$ cat src/rtl/mem_dma_if.sv
// Control and RAM-port bundle for mem_dma.
// slave = DMA engine side, master = the requester/RAM environment side.
interface mem_dma_if #(
    parameter int DATA_WIDTH = 16,
    parameter int ADDR_WIDTH = 10
);
    logic                  start;
    logic                  mode;
    logic [ADDR_WIDTH-1:0] src_addr;
    logic [ADDR_WIDTH-1:0] dst_addr;
    logic [ADDR_WIDTH:0]   len;
    logic [DATA_WIDTH-1:0] fill_data;
    logic                  busy;
    logic                  done;
    logic [ADDR_WIDTH:0]   words_left;
    logic [ADDR_WIDTH-1:0] mem_addr;
    logic [DATA_WIDTH-1:0] mem_data;
    logic                  mem_we;
    logic [DATA_WIDTH-1:0] mem_q;

    modport slave (
        input  start, mode, src_addr, dst_addr, len, fill_data, mem_q,
        output busy, done, words_left, mem_addr, mem_data, mem_we
    );

    modport master (
        output start, mode, src_addr, dst_addr, len, fill_data, mem_q,
        input  busy, done, words_left, mem_addr, mem_data, mem_we
    );
endinterface

$ cat src/rtl/mem_dma.sv
// Block copy / fill engine driving one port of a synchronous-read dual-port RAM.
// Copy alternates RD/WR per word so mem_q is consumed the cycle after its address.
module mem_dma #(
    parameter int DATA_WIDTH = 16,
    parameter int ADDR_WIDTH = 10
) (
    input  logic     clk,
    input  logic     reset,
    mem_dma_if.slave bus
);
    localparam int LW = ADDR_WIDTH + 1;

    typedef enum logic [1:0] {
        S_IDLE,
        S_RD,
        S_WR,
        S_DONE
    } state_t;

    state_t                state_q, state_d;
    logic                  mode_q, mode_d;
    logic [ADDR_WIDTH-1:0] src_q, src_d;
    logic [ADDR_WIDTH-1:0] dst_q, dst_d;
    logic [LW-1:0]         left_q, left_d;
    logic [DATA_WIDTH-1:0] fill_q, fill_d;

    always_ff @(posedge clk) begin
        if (!reset) begin
            state_q <= S_IDLE;
            mode_q  <= 1'b0;
            src_q   <= '0;
            dst_q   <= '0;
            left_q  <= '0;
            fill_q  <= '0;
        end else begin
            state_q <= state_d;
            mode_q  <= mode_d;
            src_q   <= src_d;
            dst_q   <= dst_d;
            left_q  <= left_d;
            fill_q  <= fill_d;
        end
    end

    always_comb begin
        state_d        = state_q;
        mode_d         = mode_q;
        src_d          = src_q;
        dst_d          = dst_q;
        left_d         = left_q;
        fill_d         = fill_q;
        bus.busy       = (state_q != S_IDLE);
        bus.done       = 1'b0;
        bus.words_left = left_q;
        bus.mem_addr   = '0;
        bus.mem_data   = '0;
        bus.mem_we     = 1'b0;

        case (state_q)
            S_IDLE: begin
                if (bus.start) begin
                    mode_d = bus.mode;
                    src_d  = bus.src_addr;
                    dst_d  = bus.dst_addr;
                    left_d = bus.len;
                    fill_d = bus.fill_data;
                    if (bus.len == '0)
                        state_d = S_DONE;
                    else if (bus.mode)
                        state_d = S_WR;
                    else
                        state_d = S_RD;
                end
            end
            S_RD: begin
                bus.mem_addr = src_q;
                src_d        = src_q + 1'b1;
                state_d      = S_WR;
            end
            S_WR: begin
                bus.mem_addr = dst_q;
                bus.mem_we   = 1'b1;
                // Copy mode forwards the read data from the preceding RD cycle unregistered.
                bus.mem_data = mode_q ? fill_q : bus.mem_q;
                dst_d        = dst_q + 1'b1;
                left_d       = left_q - 1'b1;
                if (left_q == LW'(1))
                    state_d = S_DONE;
                else if (mode_q)
                    state_d = S_WR;
                else
                    state_d = S_RD;
            end
            S_DONE: begin
                bus.done = 1'b1;
                state_d  = S_IDLE;
            end
            default: state_d = S_IDLE;
        endcase
    end
endmodule

$ cat src/flat_wrapper.sv
// flat-port wrapper written by rule: the top's interface ports become plain ports
module mem_dma_flat 
#(
    parameter int DATA_WIDTH = 16,
    parameter int ADDR_WIDTH = 10
)
  (clk, reset, bus_start, bus_mode, bus_src_addr, bus_dst_addr, bus_len, bus_fill_data, bus_mem_q, bus_busy, bus_done, bus_words_left, bus_mem_addr, bus_mem_data, bus_mem_we);
  mem_dma_if #(.DATA_WIDTH(DATA_WIDTH), .ADDR_WIDTH(ADDR_WIDTH)) bus_i ();
  input  logic clk;
  input  logic reset;
  input wire logic [$bits(bus_i.start)-1:0] bus_start;
  input wire logic [$bits(bus_i.mode)-1:0] bus_mode;
  input wire logic [$bits(bus_i.src_addr)-1:0] bus_src_addr;
  input wire logic [$bits(bus_i.dst_addr)-1:0] bus_dst_addr;
  input wire logic [$bits(bus_i.len)-1:0] bus_len;
  input wire logic [$bits(bus_i.fill_data)-1:0] bus_fill_data;
  input wire logic [$bits(bus_i.mem_q)-1:0] bus_mem_q;
  output wire logic [$bits(bus_i.busy)-1:0] bus_busy;
  output wire logic [$bits(bus_i.done)-1:0] bus_done;
  output wire logic [$bits(bus_i.words_left)-1:0] bus_words_left;
  output wire logic [$bits(bus_i.mem_addr)-1:0] bus_mem_addr;
  output wire logic [$bits(bus_i.mem_data)-1:0] bus_mem_data;
  output wire logic [$bits(bus_i.mem_we)-1:0] bus_mem_we;
  assign bus_i.start = bus_start;
  assign bus_i.mode = bus_mode;
  assign bus_i.src_addr = bus_src_addr;
  assign bus_i.dst_addr = bus_dst_addr;
  assign bus_i.len = bus_len;
  assign bus_i.fill_data = bus_fill_data;
  assign bus_i.mem_q = bus_mem_q;
  assign bus_busy = bus_i.busy;
  assign bus_done = bus_i.done;
  assign bus_words_left = bus_i.words_left;
  assign bus_mem_addr = bus_i.mem_addr;
  assign bus_mem_data = bus_i.mem_data;
  assign bus_mem_we = bus_i.mem_we;
  mem_dma #(.DATA_WIDTH(DATA_WIDTH), .ADDR_WIDTH(ADDR_WIDTH)) u_core (.clk(clk), .reset(reset), .bus(bus_i));
endmodule
$ cat config.mk
export PLATFORM = sky130hd
export DESIGN_NAME = mem_dma_flat
export DESIGN_NICKNAME = d
export VERILOG_FILES = /design/src/rtl/mem_dma_if.sv /design/src/rtl/mem_dma.sv /design/src/flat_wrapper.sv
export SDC_FILE = /design/constraint.sdc
export NUM_CORES = 1
export LEC_CHECK = 0
export CORE_AREA = 3 3 85 87
export CTS_BUF_LIST = sky130_fd_sc_hd__clkbuf_2 sky130_fd_sc_hd__clkbuf_4 sky130_fd_sc_hd__clkbuf_8
export CTS_CLUSTER_SIZE = 8
export DETAILED_ROUTE_END_ITERATION = 16
export DIE_AREA = 0 0 88 90
export GPL_ROUTABILITY_DRIVEN = 0
export GPL_TIMING_DRIVEN = 0
export PLACE_DENSITY = 0.82
export SLEW_MARGIN = 20
export SYNTH_ARGS = -nofsm -noshare
export SYNTH_HDL_FRONTEND = slang
export SYNTH_SLANG_ARGS = --single-unit
$ cat constraint.sdc
create_clock -name clk -period 2.3 [get_ports clk]
set_clock_uncertainty 0.05 [all_clocks]
set_input_delay 0.575 -clock clk [delete_from_list [all_inputs] [get_ports clk]]
set_output_delay 0.575 -clock clk [all_outputs]
set_load 0.01 [all_outputs]
==> flow_summary.yaml, run 1 <==
outcome:
  status: "finished clean"
logic_synthesis:
  synth_flop_cell: "dfxtp_1"
  synth.distinct_cells: 56
  synth_cells: 404
  synth_edf_count: 0
  syn_area_per_cell_um2: 7.616
  ys_warn_count: 0
  ys_ff_latch: 50
  synth_area_mm2: 0.003077
  synthArstFlopShare_pct: 0
  synth_fp_nets: 479
  synth-seq-area-share_pct: 32.53
grt:
  gr-usage-all-layers_pct: 25.73
  antenna_found_initial: 0
  grt-ovfl-total: 0
  grt_first_pass_wirelength_um: 16590
  grt_pass1_vias: 3504
  grt_max_degree: 19
drt:
  drtPass1Iterations: 7
  wirelength_um: 10450
  via_per_inst: 6.116
  vias: 3633
  ant_nets: 0
  drt_iter0_markers: 302
  post-route-drc-count: 0
  wl_per_cell_um: 17.60
setup_path:
  crit_path_end_kind: "primary output"
  cp_data_arrival_time_ns: 1.66
  critical_path_required_ns: 1.67
  reg2reg_slack_ns: 0.14
  ff2ff_path_depth: 8
  crit_type: "register to primary output"
  crit_fanout: 10
  r2r-end: "u_core.bus.words_left[6]$_SDFFE_PN0P_"
  cp-start-kind: "register"
  timing.rr.start: "u_core.state_q[0]$_SDFFE_PN0P_"
clocking:
  cts_root_buf: "clkbuf_8"
  h-tree-depth: 2
  cts_buffers: 5
  clock_path_buffers: 2
  insertion_delay_ns: 0.31
  cts.clk_slew.worst_paths_ns: 0.09
  postCtsHoldBufs: 0
  cts_tree: "built"
  cts.sinks: 50
sta:
  post-route-period-util_pct: 99.29
  finalHoldViolCount: 0
  max-slew-margin-rel_pct: 60.67
  fmax_mhz: 437.9
  min_period_ns: 2.284
  maxSlewViolCount: 0
  finalWorstSetupSlack_ns: 0.01631
  finalSetupViolCount: 0
  tightest_slew_ns: 0.5846
  rsz0062_at_grt: "true"
floorplanning:
  coreArea_mm2: 0.006422
  rows: 29
  io_pins: 107
  die-area_mm2: 0.007920
  die_w_um: 88
  die_h_um: 90
  start_util_pct: 47.91
cells_and_area:
  layout_commonest_cell: "clkdlybuf4s50_1"
  drive_above_1_share_pct: 13.54
  finalNetCount: 591
  nFillCells: 539
  fin_util_pct: 68.91
  antenna_cells: 0
  final_cell_mix: "clkdlybuf4s50_1 (78), nand2_1 (62), dfxtp_1 (48)"
  area_growth_syn_to_layout_pct: 43.84
min_path:
  min_to: "u_core.fill_q[2]$_SDFFE_PN0P_"
  holdPathStages: 2
  hold_class: "register to register"
  min-delay-start: "u_core.fill_q[2]$_SDFFE_PN0P_"
power_and_ir_drop:
  finalPower_w: 0.004814
  peakVddDrop_v: 0.0004474
  p_leak_nw: 1.680
  power_density_mw_per_mm2: 1088
place:
  dp_slack_ns: -0.8611
  dp_hpwl_um: 7383
  io_buffers: 105
job:
  cap_violations: 0
metal layers:
layer,routed length (um),track usage [%],vias up
li1,-,-,1686
met1,4126,32.87,1681
met2,5164,42.71,223
met3,810,3.565,43
met4,352,10.61,0
met5,0,0,-
critical path, stage by stage, from the launching register on:
cell and delay (ns):
dfxtp_4 0.38, inv_4 0.07, ha_4 0.15, buf_8 0.14, clkinv_8 0.08, clkbuf_8 0.17, nor2_1 0.11, clkdlybuf4s15_1 0.25
worst max path at each step:
stage,from,endpoint,slack [ns],cells after the start
finish,u_core.state_q[0]$_SDFFE_PN0P_,bus_mem_data[9],0.02,7
global route,u_core.state_q[1]$_SDFFE_PN0P_,bus_mem_addr[8],-0.03,7
CTS,u_core.state_q[1]$_SDFFE_PN0P_,bus_mem_addr[5],-0.08,7
detailed placement,u_core.state_q[0]$_SDFFE_PN0P_,bus_mem_data[10],-0.86,8
global placement,u_core.state_q[0]$_SDFFE_PN0P_,bus_mem_data[5],-0.83,8
floorplan,u_core.state_q[0]$_SDFFE_PN0P_,bus_mem_data[10],0.06,7
logic make-up (layout without fill, tap and decap cells):
| logic type | count (synthesis) | after routing | synth area share, % |
|---|---|---|---|
| buf+inv | 41 | 154 | 6.384 |
| mux | 24 | 24 | 7.971 |
| simple gates | 160 | 160 | 25.01 |
| compound gates | 121 | 121 | 24.85 |
| fa+ha+maj | 8 | 8 | 3.253 |
| flops | 50 | 50 | 32.53 |
cell usage after synthesis, drive strengths merged, types with 2 or more instances:
cell type | count | area share [%]
a221oi | 3 | 0.85
dfxtp | 50 | 33
nand3b | 2 | 0.49
o2bb2ai | 3 | 0.85
and4 | 3 | 0.89
inv | 12 | 1.5
a31oi | 6 | 1.2
nor2b | 13 | 2.6
a21oi | 45 | 7.3
nor4 | 6 | 1.7
a41oi | 2 | 0.57
and2 | 3 | 0.65
a32oi | 2 | 0.57
a21boi | 2 | 0.49
o21ai | 23 | 3.9
a22oi | 11 | 2.7
buf | 14 | 2.8
nand3 | 8 | 1.3
nand2 | 63 | 7.7
mux2i | 23 | 7.6
o221a | 2 | 0.73
o22ai | 4 | 0.81
o211ai | 3 | 0.73
o221ai | 2 | 0.57
o21a | 2 | 0.49
o31ai | 2 | 0.49
and3 | 6 | 1.2
clkinv | 2 | 0.24
ha | 8 | 3.3
nor2 | 38 | 4.6
clkbuf | 13 | 1.9
nor3 | 5 | 0.81
o32ai | 2 | 0.57
a211oi | 2 | 0.49
nand4 | 6 | 1.2
or3 | 2 | 0.41
through the flow:
stage	cell area, um^2	TNS [ns]	hold slack [ns]	std cells
final	4425	0	0.4078	594
after global routing	4425	-0.1903	0.4357	594
after CTS	4474	-0.07554	0.4089	597
after detailed placement	4224	-16.80	0.3966	586
after global placement	4224	-15.61	0.3940	586
after floorplan	3077	0	0.3833	404
layout make-up:
type	count	area, um^2	area share (%)
Inverter	14	67.56	1.527
Buffer	22	193.9	4.382
Tap cell	77	96.34	2.177
Clock buffer	7	90.09	2.036
Sequential cell	50	1006	22.73
Multi-Input combinational cell	313	1948	44.02
Clock inverter	1	5.005	0.1131
Timing Repair Buffer	110	1018	23.01
power by group:
group | leakage [nW] | internal [W] | switching, W
Clock | 0.0517 | 0.000256 | 0.000300
Combinational | 1.22 | 0.00126 | 0.00153
Sequential | 0.412 | 0.00113 | 0.000331
what timing repair did:
| item | in CTS | in global routing |
|---|---|---|
| gates resized for setup | 100 | 21 |
| setup buffers | 5 | 0 |
| setup endpoints to repair | 27 | 20 |
| pin swaps | 4 | 2 |
flip-flops by register name, summed over array words and instances, names as in the netlist:
signal,flops
u_core.dst_q,10
u_core.src_q,10
u_core.bus.words_left,11
u_core.mode_q,1
u_core.state_q,2
u_core.fill_q,16
(Power assumes the default switching activity.)
==> inputs of run 2 (changes only) <==
Settings changed: REMOVE_ABC_BUFFERS set to 1.
==> flow_summary.yaml, run 2 (synthesis gave the netlist of run 1 again) <==
outcome:
  status: "finished clean"
clocking:
  clock_path_buffers: 2
  insertion_delay_ns: 0.31
  cts.clk_slew.worst_paths_ns: 0.10
  cts_tree: "built"
  cts_buffers: 5
  h-tree-depth: 2
  cts.sinks: 50
  cts_root_buf: "clkbuf_8"
drt:
  post-route-drc-count: 0
  drt_iter0_markers: 244
  wirelength_um: 9494
  drtPass1Iterations: 5
  via_per_inst: 5.874
  wl_per_cell_um: 16.37
  vias: 3407
  ant_nets: 0
setup_path:
  crit_type: "register to primary output"
  crit_path_end_kind: "primary output"
  crit_path_top_delay_cell: "dfxtp_4"
  critical_path_required_ns: 1.67
  reg2reg_slack_ns: 0.18
  cp-start-kind: "register"
  crit_fanout: 6
  cpPeakStageDelay_ns: 0.39
  crit_path_cell_trace: "inv_2 -> ha_4 -> buf_4 -> a22oi_1 -> nor2b_1 -> dlygate4sd2_1"
  cp_data_arrival_time_ns: 1.65
power_and_ir_drop:
  finalPower_w: 0.004688
  pwr-share-seq_pct: 31.7
  power_density_mw_per_mm2: 1071
  switching_share_pct: 44.15
  p_clk_share_pct: 12.3
  p_comb_share_pct: 56.0
  peakVddDrop_v: 0.0004252
  p_switching_w: 0.002070
  p_leak_nw: 1.682
  p_int_w: 0.002618
sta:
  max-slew-margin-rel_pct: 38.09
  post-route-period-util_pct: 98.95
  maxSlewViolCount: 0
  finalSetupTns_ns: 0
  fmax_mhz: 439.4
  finalSetupViolCount: 0
  finalHoldViolCount: 0
  tightest_slew_ns: 0.9272
  min_period_ns: 2.276
  rsz0062_at_grt: "true"
  finalWorstSetupSlack_ns: 0.02423
grt:
  grt_first_pass_wirelength_um: 15120
  grt_max_degree: 37
  antenna_found_initial: 0
  gr-usage-all-layers_pct: 23.25
  grt_pass1_vias: 3197
  grt-ovfl-total: 0
place:
  dpl_cell_area_mm2: 0.004096
  io_buffers: 106
  dp_hpwl_um: 6205
  dp_slack_ns: -1.464
  dp_cells: 560
cells_and_area:
  fin_cells: 580
  layout_commonest_cell: "clkdlybuf4s50_1"
  finalNetCount: 577
  top_register: "u_core.fill_q"
  largest_register_ff_count: 16
  drive_above_1_share_pct: 9.543
  multiInputGateArea_mm2: 0.001951
  area_growth_syn_to_layout_pct: 42.25
  seqCellArea_mm2: 0.001010
  final_cell_mix: "clkdlybuf4s50_1 (77), nand2_1 (62), dfxtp_1 (47)"
  final_area_mm2: 0.004377
  nFillCells: 512
  antenna_cells: 0
job:
  cap_violations: 0
min_path:
  hold_class: "register to register"
floorplanning:
  coreArea_mm2: 0.006422
  die_h_um: 90
  die_w_um: 88
  die-area_mm2: 0.007920
  io_pins: 107
  rows: 29
  start_util_pct: 47.91
## run 2: changes by cell type in the layout (fill, tap and decap cells not counted), moves of 3 or more
cell,delta
a22oi_1,+3
dlygate4sd2_1,+7
clkdlybuf4s15_1,+3
buf_4,+4
buf_2,-17
clkbuf_1,-5
a22oi_2,-3
dlymetal6s2s_1,+3
## run 2: cell type report
class / instances / share of cell area, %
multi-input combinational: 313 / 44.57
timing repair buffer: 118 / 26.16
sequential: 50 / 23.07
clock buffer: 7 / 2.201
tap: 77 / 2.201
inverter: 14 / 1.601
clock inverter: 1 / 0.2001
## run 2: path summary, 6_finish.rpt
path / to / depth (start not counted) / startpoint
max: bus_mem_addr[4] / 6 / u_core.state_q[0]$_SDFFE_PN0P_
min: u_core.fill_q[14]$_SDFFE_PN0P_ / 2 / u_core.fill_q[14]$_SDFFE_PN0P_
max reg2reg: u_core.bus.words_left[7]$_SDFFE_PN0P_ / 8 / u_core.state_q[0]$_SDFFE_PN0P_
min reg2reg: u_core.fill_q[14]$_SDFFE_PN0P_ / 2 / u_core.fill_q[14]$_SDFFE_PN0P_
## run 2: power by group through the flow
stage | Combinational, W | Sequential (W) | Clock (W)
floorplan | 0.00147 | 0.00141 | 0
global placement | 0.00227 | 0.00145 | 0
detailed placement | 0.00233 | 0.00147 | 0
CTS | 0.00252 | 0.00146 | 0.000584
global route | 0.00288 | 0.00152 | 0.000619
finish | 0.00262 | 0.00149 | 0.000577
## run 2: metrics by stage
| stage | hold slack (ns) | utilization (%) |
|---|---|---|
| 4_1_cts | 0.4149 | 67.47 |
| 2_1_floorplan | 0.3860 | - |
| 5_1_grt | 0.4335 | 68.15 |
| 3_3_place_gp | 0.3949 | 63.69 |
| 6_report | 0.4175 | 68.15 |
| 3_5_place_dp | 0.4015 | 63.78 |
## run 2: critical path: cells and delay by family, from the launching register on
kind	cells	cell delay [ns]
adder cells (fa/ha/maj)	1	0.18
flip-flops	1	0.39
AND/OR/NAND/NOR	1	0.06
AO/OA/AOI/OAI	1	0.19
buffers and inverters	3	0.52
## run 2: repair_timing
item                                    CTS  global route
pin swaps                                 2             0
gates resized for setup                  45            25
hold buffers                              0             0
endpoints found under the setup margin   72            35
buffers inserted                         11             1
## run 2: metal layers
| layer | vias to the layer above | GRT usage, % | part of all wire [%] |
|---|---|---|---|
| li1 | 1657 | - | - |
| met1 | 1567 | 29.92 | 41 |
| met2 | 170 | 38.19 | 49 |
| met3 | 13 | 5.576 | 8.3 |
| met4 | 0 | 6.650 | 1.4 |
| met5 | - | 0 | 0 |
